[config.mk]
export PLATFORM = sky130hd
export DESIGN_NAME = hazard_ctrl_unit_flat
export DESIGN_NICKNAME = d
export VERILOG_FILES = /design/src/rtl/hazard_ctrl_unit_if.sv /design/src/rtl/hazard_ctrl_unit.sv /design/src/flat_wrapper.sv
export SDC_FILE = /design/constraint.sdc
export NUM_CORES = 1
export LEC_CHECK = 0
export BUFFER_PORTS_ARGS = -buffer_cell sky130_fd_sc_hd__buf_4
export CORE_ASPECT_RATIO = 1.75
export CORE_MARGIN = 3
export CORE_UTILIZATION = 45
export CTS_CLUSTER_DIAMETER = 200
export DETAILED_ROUTE_END_ITERATION = 10
export GPL_TIMING_DRIVEN = 0
export PLACE_DENSITY = 0.8
export SYNTH_ARGS = -nofsm -noshare
export SYNTH_HDL_FRONTEND = slang
export SYNTH_SLANG_ARGS = --single-unit
[constraint.sdc]
create_clock -name clk -period 2.1 [get_ports clk]
set_input_delay 0 -clock clk [delete_from_list [all_inputs] [get_ports clk]]
set_output_delay 0 -clock clk [all_outputs]
set_load 0.1 [all_outputs]
[src/rtl/hazard_ctrl_unit_if.sv]
// Pipeline-side bundle for the hazard control unit: hazard sources in,
// per-slot stall/flush controls and performance counters out.
interface hazard_ctrl_unit_if #(
  parameter int STAGES = 5,
  parameter int REG_AW = 5,
  parameter int CNT_W  = 32
);
  logic [1:0]        branch_ctrl;
  logic              idex_mem_r;
  logic [REG_AW-1:0] idex_rd;
  logic [REG_AW-1:0] ifid_rs1;
  logic [REG_AW-1:0] ifid_rs2;
  logic              ifid_rs1_use;
  logic              ifid_rs2_use;
  logic              im_req;
  logic              im_ready;
  logic              dm_req;
  logic              dm_ready;
  logic              cnt_clr;
  logic [STAGES-1:0] stall;
  logic [STAGES-1:0] flush;
  logic              err;
  logic [CNT_W-1:0]  stall_cnt;
  logic [CNT_W-1:0]  flush_cnt;

  modport master (
    output branch_ctrl, idex_mem_r, idex_rd, ifid_rs1, ifid_rs2,
           ifid_rs1_use, ifid_rs2_use, im_req, im_ready, dm_req, dm_ready,
           cnt_clr,
    input  stall, flush, err, stall_cnt, flush_cnt
  );

  modport slave (
    input  branch_ctrl, idex_mem_r, idex_rd, ifid_rs1, ifid_rs2,
           ifid_rs1_use, ifid_rs2_use, im_req, im_ready, dm_req, dm_ready,
           cnt_clr,
    output stall, flush, err, stall_cnt, flush_cnt
  );
endinterface

[src/rtl/hazard_ctrl_unit.sv]
// Central pipeline hazard controller: data-memory wait FSM with timeout,
// branch redirect flushing (deferred while stalled), load-use and I-fetch stalls.
module hazard_ctrl_unit #(
  parameter int STAGES         = 5,
  parameter int REG_AW         = 5,
  parameter int BR_FLUSH_DEPTH = 2,
  parameter int TIMEOUT        = 255,
  parameter int CNT_W          = 32
) (
  input  logic              clk,
  input  logic              rst,
  hazard_ctrl_unit_if.slave bus
);

  localparam logic [1:0] RUN     = 2'd0;
  localparam logic [1:0] DM_WAIT = 2'd1;
  localparam logic [1:0] ERR     = 2'd2;

  localparam int WAIT_W = $clog2(TIMEOUT + 2);
  localparam logic [WAIT_W-1:0] WAIT_LAST = WAIT_W'((TIMEOUT == 0) ? 0 : TIMEOUT - 1);

  // Redirect squashes slots 1..BR_FLUSH_DEPTH; the PC slot keeps loading the target
  localparam logic [STAGES-1:0] BR_MASK =
    (STAGES'(1) << (BR_FLUSH_DEPTH + 1)) - STAGES'(2);

  logic [1:0]        state, state_nxt;
  logic              pending, pending_nxt;
  logic [WAIT_W-1:0] wait_cnt, wait_cnt_nxt;

  logic              redirect_req;
  logic              load_use;
  logic              im_wait;
  logic              dm_wait_start;
  logic              apply_redirect;

  logic [STAGES-1:0] stall;
  logic [STAGES-1:0] flush;
  logic              err;
  logic [CNT_W-1:0]  stall_cnt;
  logic [CNT_W-1:0]  flush_cnt;

  always_comb begin
    redirect_req   = (bus.branch_ctrl != 2'b00);
    load_use       = bus.idex_mem_r && (bus.idex_rd != '0) &&
                     ((bus.ifid_rs1_use && (bus.ifid_rs1 == bus.idex_rd)) ||
                      (bus.ifid_rs2_use && (bus.ifid_rs2 == bus.idex_rd)));
    im_wait        = bus.im_req && !bus.im_ready;
    dm_wait_start  = (state == RUN) && bus.dm_req && !bus.dm_ready;
    apply_redirect = (state == RUN) && !dm_wait_start && (redirect_req || pending);
  end

  always_comb begin
    stall = '0;
    flush = '0;
    err   = 1'b0;
    if (rst) begin
      flush = '1;
    end else begin
      case (state)
        ERR: begin
          stall = '1;
          err   = 1'b1;
        end
        DM_WAIT: begin
          stall = '1;
        end
        RUN: begin
          if (dm_wait_start) begin
            stall = '1;
          end else if (apply_redirect) begin
            flush = BR_MASK;
          end else if (load_use) begin
            stall[1:0] = 2'b11;
            flush[2]   = 1'b1;
          end else if (im_wait) begin
            stall[0] = 1'b1;
            flush[1] = 1'b1;
          end
        end
        default: begin
          stall = '1;
        end
      endcase
    end
  end

  // A redirect suppressed by the entry cycle or by the wait itself is remembered,
  // so the branch target is never lost behind a data-memory stall
  always_comb begin
    state_nxt    = state;
    pending_nxt  = pending;
    wait_cnt_nxt = wait_cnt;
    case (state)
      RUN: begin
        if (dm_wait_start) begin
          state_nxt    = DM_WAIT;
          wait_cnt_nxt = '0;
          pending_nxt  = pending || redirect_req;
        end else if (apply_redirect) begin
          pending_nxt = 1'b0;
        end
      end
      DM_WAIT: begin
        pending_nxt = pending || redirect_req;
        if (bus.dm_ready) begin
          state_nxt = RUN;
        end else if ((TIMEOUT != 0) && (wait_cnt == WAIT_LAST)) begin
          state_nxt = ERR;
        end else begin
          wait_cnt_nxt = wait_cnt + WAIT_W'(1);
        end
      end
      ERR: begin
        state_nxt = ERR;
      end
      default: begin
        state_nxt = RUN;
      end
    endcase
  end

  always_ff @(posedge clk) begin
    if (rst) begin
      state    <= RUN;
      pending  <= 1'b0;
      wait_cnt <= '0;
    end else begin
      state    <= state_nxt;
      pending  <= pending_nxt;
      wait_cnt <= wait_cnt_nxt;
    end
  end

  always_ff @(posedge clk) begin
    if (rst || bus.cnt_clr) begin
      stall_cnt <= '0;
      flush_cnt <= '0;
    end else begin
      if (stall[0] && !(&stall_cnt)) begin
        stall_cnt <= stall_cnt + CNT_W'(1);
      end
      if (apply_redirect && !(&flush_cnt)) begin
        flush_cnt <= flush_cnt + CNT_W'(1);
      end
    end
  end

  assign bus.stall     = stall;
  assign bus.flush     = flush;
  assign bus.err       = err;
  assign bus.stall_cnt = stall_cnt;
  assign bus.flush_cnt = flush_cnt;

endmodule

[src/flat_wrapper.sv]
// flat-port wrapper written by rule: the top's interface ports become plain ports
module hazard_ctrl_unit_flat 
#(
  parameter int STAGES         = 5,
  parameter int REG_AW         = 5,
  parameter int BR_FLUSH_DEPTH = 2,
  parameter int TIMEOUT        = 255,
  parameter int CNT_W          = 32
)
  (clk, rst, bus_branch_ctrl, bus_idex_mem_r, bus_idex_rd, bus_ifid_rs1, bus_ifid_rs2, bus_ifid_rs1_use, bus_ifid_rs2_use, bus_im_req, bus_im_ready, bus_dm_req, bus_dm_ready, bus_cnt_clr, bus_stall, bus_flush, bus_err, bus_stall_cnt, bus_flush_cnt);
  hazard_ctrl_unit_if #(.STAGES(STAGES), .REG_AW(REG_AW), .CNT_W(CNT_W)) bus_i ();
  input  logic clk;
  input  logic rst;
  input wire logic [$bits(bus_i.branch_ctrl)-1:0] bus_branch_ctrl;
  input wire logic [$bits(bus_i.idex_mem_r)-1:0] bus_idex_mem_r;
  input wire logic [$bits(bus_i.idex_rd)-1:0] bus_idex_rd;
  input wire logic [$bits(bus_i.ifid_rs1)-1:0] bus_ifid_rs1;
  input wire logic [$bits(bus_i.ifid_rs2)-1:0] bus_ifid_rs2;
  input wire logic [$bits(bus_i.ifid_rs1_use)-1:0] bus_ifid_rs1_use;
  input wire logic [$bits(bus_i.ifid_rs2_use)-1:0] bus_ifid_rs2_use;
  input wire logic [$bits(bus_i.im_req)-1:0] bus_im_req;
  input wire logic [$bits(bus_i.im_ready)-1:0] bus_im_ready;
  input wire logic [$bits(bus_i.dm_req)-1:0] bus_dm_req;
  input wire logic [$bits(bus_i.dm_ready)-1:0] bus_dm_ready;
  input wire logic [$bits(bus_i.cnt_clr)-1:0] bus_cnt_clr;
  output wire logic [$bits(bus_i.stall)-1:0] bus_stall;
  output wire logic [$bits(bus_i.flush)-1:0] bus_flush;
  output wire logic [$bits(bus_i.err)-1:0] bus_err;
  output wire logic [$bits(bus_i.stall_cnt)-1:0] bus_stall_cnt;
  output wire logic [$bits(bus_i.flush_cnt)-1:0] bus_flush_cnt;
  assign bus_i.branch_ctrl = bus_branch_ctrl;
  assign bus_i.idex_mem_r = bus_idex_mem_r;
  assign bus_i.idex_rd = bus_idex_rd;
  assign bus_i.ifid_rs1 = bus_ifid_rs1;
  assign bus_i.ifid_rs2 = bus_ifid_rs2;
  assign bus_i.ifid_rs1_use = bus_ifid_rs1_use;
  assign bus_i.ifid_rs2_use = bus_ifid_rs2_use;
  assign bus_i.im_req = bus_im_req;
  assign bus_i.im_ready = bus_im_ready;
  assign bus_i.dm_req = bus_dm_req;
  assign bus_i.dm_ready = bus_dm_ready;
  assign bus_i.cnt_clr = bus_cnt_clr;
  assign bus_stall = bus_i.stall;
  assign bus_flush = bus_i.flush;
  assign bus_err = bus_i.err;
  assign bus_stall_cnt = bus_i.stall_cnt;
  assign bus_flush_cnt = bus_i.flush_cnt;
  hazard_ctrl_unit #(.STAGES(STAGES), .REG_AW(REG_AW), .BR_FLUSH_DEPTH(BR_FLUSH_DEPTH), .TIMEOUT(TIMEOUT), .CNT_W(CNT_W)) u_core (.clk(clk), .rst(rst), .bus(bus_i));
endmodule
=== Word-level counts from Yosys, hierarchy flattened ===
Cells that the tools add are included.
Widths: inputs -> output; s select.

* Output and inout port bits: 75
* Logic and storage cells: 72
* Bits in registers: 76
* Input port bits: 27

* Mux-type cells: 26
* Reduce and logical (&&, ||, !) cells: 28
* Add/subtract/negate cells: 3
* Eq/ne operators: 10

{| class="wikitable"
|+ Operator list
! kind !! number
|-
| $add 32x1->32 const B || 2
|-
| $reduce_and 32->1 || 2
|-
| $mux 9 || 3
|-
| $mux 5 || 4
|-
| $pmux 9 s2 || 1
|-
| $mux 2 || 6
|-
| $logic_and 1x1->1 || 11
|-
| $eq 5x5->1 || 2
|-
| $add 9x1->9 const B || 1
|-
| $eq 9x8->1 const B || 1
|-
| $mux 1 || 8
|-
| $mux 3 || 2
|-
| $pmux 2 s3 || 1
|-
| $logic_not 1->1 || 5
|-
| $reduce_bool 5->1 || 1
|-
| $ne 2x2->1 const B || 2
|-
| $reduce_and 2->1 || 2
|-
| $reduce_and 4->1 || 1
|-
| $reduce_bool 2->1 || 2
|-
| $logic_or 1x1->1 || 3
|-
| $ne 3x1->1 const B || 1
|-
| $ne 3x2->1 const B || 1
|-
| $eq 2x1->1 const B || 1
|-
| $eq 2x2->1 const B || 1
|-
| other kinds (3) || 3
|}

=== Depth between registers and ports, before layout ===
* Depth in word-level cells: 11
* Gate-level depth with buffers: 9
* Gate-level depth less buffers: 8

=== Least setup slack after synthesis ===
Ideal clock, no wire load.

* Path kind: reg-to-output
* Start point: register u_core.pending
* End point: output port bus_stall[1]
* Setup slack: -1027 ps
* Arrival time: 3127 ps
* Cell stages (with the launch flop): 5
* Data required time: 2100 ps
* Cells stage by stage: dfxtp_1 > nor3_1 > nor2_1 > buf_2 > a211oi_1

* Cells in the longest elaborated chain, start to end: 6

{| class="wikitable"
|+ Ends and longest elaborated chain
! element !! RTL line !! text
|-
| start, declared || hazard_ctrl_unit.sv:27 || <nowiki>logic pending, pending_nxt;</nowiki>
|-
| start signal, assigned || hazard_ctrl_unit.sv:129 || <nowiki>pending <= pending_nxt;</nowiki>
|-
| $logic_or 1x1->1 || hazard_ctrl_unit.sv:49 || <nowiki>apply_redirect = (state == RUN) && !dm_wait_start && (redirect_req || pending);</nowiki>
|-
| $logic_and 1x1->1 || hazard_ctrl_unit.sv:49 ||
|-
| $mux 2 || hazard_ctrl_unit.sv:70 || <nowiki>end else if (apply_redirect) begin</nowiki>
|-
| $mux 2 || hazard_ctrl_unit.sv:68 || <nowiki>if (dm_wait_start) begin</nowiki>
|-
| $mux 5 || hazard_ctrl_unit.sv:59 || <nowiki>case (state)</nowiki>
|-
| $mux 5 || hazard_ctrl_unit.sv:56 || <nowiki>if (rst) begin</nowiki>
|-
| end, declared || flat_wrapper.sv:26 || <nowiki>output wire logic [$bits(bus_i.stall)-1:0] bus_stall;</nowiki>
|}

No other way between the ends.

=== Worst setup path in the final report ===
* Start point: register u_core.pending
* End point: output port bus_stall[0]

The elaborated chain is that of the path after synthesis.

==> impl_metrics.toml <==
[placement]
gpl.final_weighted_congestion = 0.893
placed_cells_incl_taps = 727
io_buffer_count = 100
placed_cell_area_um2 = 5250
dpl.hpwl_mm = 9.05

[final_layout]
final_core_util_pct = 65.9
post-route-cell-area_um2 = 5820
layoutNonFillerInstCount = 756
area.growth.synth_to_final_pct = 40.0
drive_above_1_share_pct = 38.2
n_antenna_cell = 0
final_nets = 665

[floorplan]
floorplan.die_area_um2 = 10500
horizontal_die_dimension_um = 78.7
dieHeight_um = 133
pin_count = 102
fp.coreArea_um2 = 8840
placementRows = 45
initial_core_util_pct = 47.1

[setup_path]
worst-endpoint-required_ns = 2.10
worst_setup_path_end_kind = "primary output"
r2r_slack_ns = 0.07
worstSetupStartpointType = "flip-flop"
arrival_time_of_data_at_the_critical_path_endpoint_ns = 2.05
critical_path.reg2reg.startpoint = "u_core.bus.stall_cnt[0]"
timing.critical_path.fanout_max = 10
r2r_end = "u_core.bus.stall_cnt[13]"
reg2regPathDepth = 8
worstSetupPathType = "reg2out"

[timing]
timing.final.crit_share_pct = 97.5
report.final.hold_viol_count = 0
layout_min_cycle_time_ns = 2.05
slew_violations = 0
fin_setup_tns_ns = 0
timing_worst_slew_pin_value_ns = 0.565
headroom_to_the_max_slew_limit_pct = 62.4
report.final.setup_viol = 0
clock-skew-final_ns = 0.00915
fmax_mhz = 488

[clock_tree]
clockBufferDepth = 2
path_clk_slew_ns = 0.06
cts_tree = "done"
cts_max_level = 3
cts_root_buf = "clkbuf_16"
clkLatencyLatePin_ns = 0.34
cts_sinks = 76
tritoncts_buffer_count = 9

[min_path]
hold-path-endpoint = "u_core.state[0]"
hold_path_class = "in2reg"
min_path_cells = 4
hold_path.startpoint = "bus_dm_ready"

[yosys]
ys_types = 50
cell_type_with_the_highest_aggregate_area_in_the_netlist = "dfxtp_1"
yosys.cell_count.top_type = "dfxtp_1"
total_of_flip_flops_plus_latches_after_synthesis = 76
synth_largest_type_area_fraction_pct = 36.6
synth-edff-count = 0
postSynthAreaPerCell_um2 = 8.16
postSynthCellCount = 510
yosysSeqAreaShare_pct = 36.6
syn_warnings = 0
synth_ff_type = "dfxtp_1"
syn-cell-area_um2 = 4160
synthTopCellsByArea = "dfxtp_1, nand3_1, or4_1"
postSynth.asyncResetShare_pct = 0
synth_fp_nets = 541
most_common_library_cells_after_synthesis = "dfxtp_1, nor2_1, nand3_1, a21oi_1, nand2_1"

[outcome]
status = "finished, final reports clean"

[global_routing]
first_pass_grt_wire_length_mm = 19.7
grt_start_max_net_pins = 14
globalRouteOverflowTotal = 0
antenna_found_initial = 0
global_route.usage.total_pct = 23.1
first_global_vias = 4254

[detailed_routing]
drt_first_pass_iters = 5
final_antenna_net_count = 0
routed_wirelength_mm = 12.3
drt-wirelength-per-cell_um = 16.2
drt-initial-drc-count = 211
vias = 4429
avgViaCountPerCell = 5.86
drcViolationCount = 0

[power]
power.leakage_uw = 0.00210
p_per_area_nw_per_um2 = 598
design_power_total_uw = 3480
vdd_ir_drop_max_mv = 0.482

[run]
cap_viol_max_count = 0
worst max path at each step:
stage,to,start
floorplan,bus_stall[1],u_core.pending
CTS,bus_stall[0],u_core.pending
global placement,u_core.wait_cnt[6],u_core.wait_cnt[1]
detailed placement,u_core.wait_cnt[6],u_core.wait_cnt[1]
finish,bus_stall[0],u_core.pending
global route,u_core.bus.stall_cnt[29],u_core.bus.stall_cnt[20]
metrics by stage:
stage | setup WS (ns) | hold slack (ns)
3_3_place_gp | 0.0213 | 0.299
2_1_floorplan | -0.0582 | 0.163
6_report | 0.0529 | 0.0686
5_1_grt | -0.0266 | 0.0941
3_5_place_dp | -0.0649 | 0.306
4_1_cts | -0.0772 | 0.0793
sequential cells by signal (all words and copies together) (netlist names):
signal	count
u_core.bus.flush_cnt	32
u_core.bus.stall_cnt	32
u_core.wait_cnt	9
u_core.state	2
u_core.pending	1
kinds of logic after synthesis:
group | synth area share (%)
simple gates | 34.3
compound gates | 14.3
flops | 36.6
xor+xnor | 8.42
buf+inv | 4.75
fa+ha+maj | 1.20
mux | 0.481
layout make-up:
| type | instances | area, µm² |
|---|---|---|
| Fill cell | 722 | 3020 |
| Sequential cell | 76 | 1700 |
| Inverter | 10 | 37.5 |
| Clock buffer | 11 | 254 |
| Multi-Input combinational cell | 396 | 2560 |
| Buffer | 28 | 199 |
| Clock inverter | 5 | 56.3 |
| Tap cell | 117 | 146 |
| Timing Repair Buffer | 113 | 876 |
report_power, final:
part / switching (µW) / leakage (µW) / total (µW) / internal, µW
clock: 623 / 0.000155 / 1620 / 994
combinational: 299 / 0.00129 / 456 / 156
sequential: 10.3 / 0.000657 / 1410 / 1400
cell usage in the layout, fill, tap and decap left out, drive strengths merged, types with 6 or more instances in the layout:
cell      n
a21oi    39
buf     126
and4      6
o21ai    14
nand4    21
nor3     18
nand3    42
or3      16
dfxtp    76
and3     11
and2      6
clkbuf   25
o31ai    22
xor2     20
xnor2    20
nor2     49
inv      12
or4      27
nor4      7
nand2    38
layer usage:
layer / track usage (%) / vias up / part of all wire (%)
met2: 41.5 / 171 / 53
met1: 23.9 / 2082 / 37
li1: - / 2136 / -
met5: 0 / - / 0
met4: 13.3 / 0 / 4.1
met3: 5.68 / 40 / 5.8
worst max-delay path, cell delays in order (launching register included):
cell     delay, ns
dfxtp_2       0.33
or3_4         0.35
nor2_2        0.09
a311o_2       0.13
o21ai_2       0.07
buf_6         0.14
buf_6         0.14
buf_8         0.13
nor2_4        0.14
buf_12        0.19
what timing repair did:
action                                 4_1_cts  5_1_grt
gates resized for setup                      9       34
hold buffers                                 1        0
setup buffers                                0       12
endpoints found under the hold margin        3        0
setup endpoints to repair                    7       54
pin swaps                                    0       12
cloned                                       0        0
Note: power is estimated with default switching activity, not from simulation.
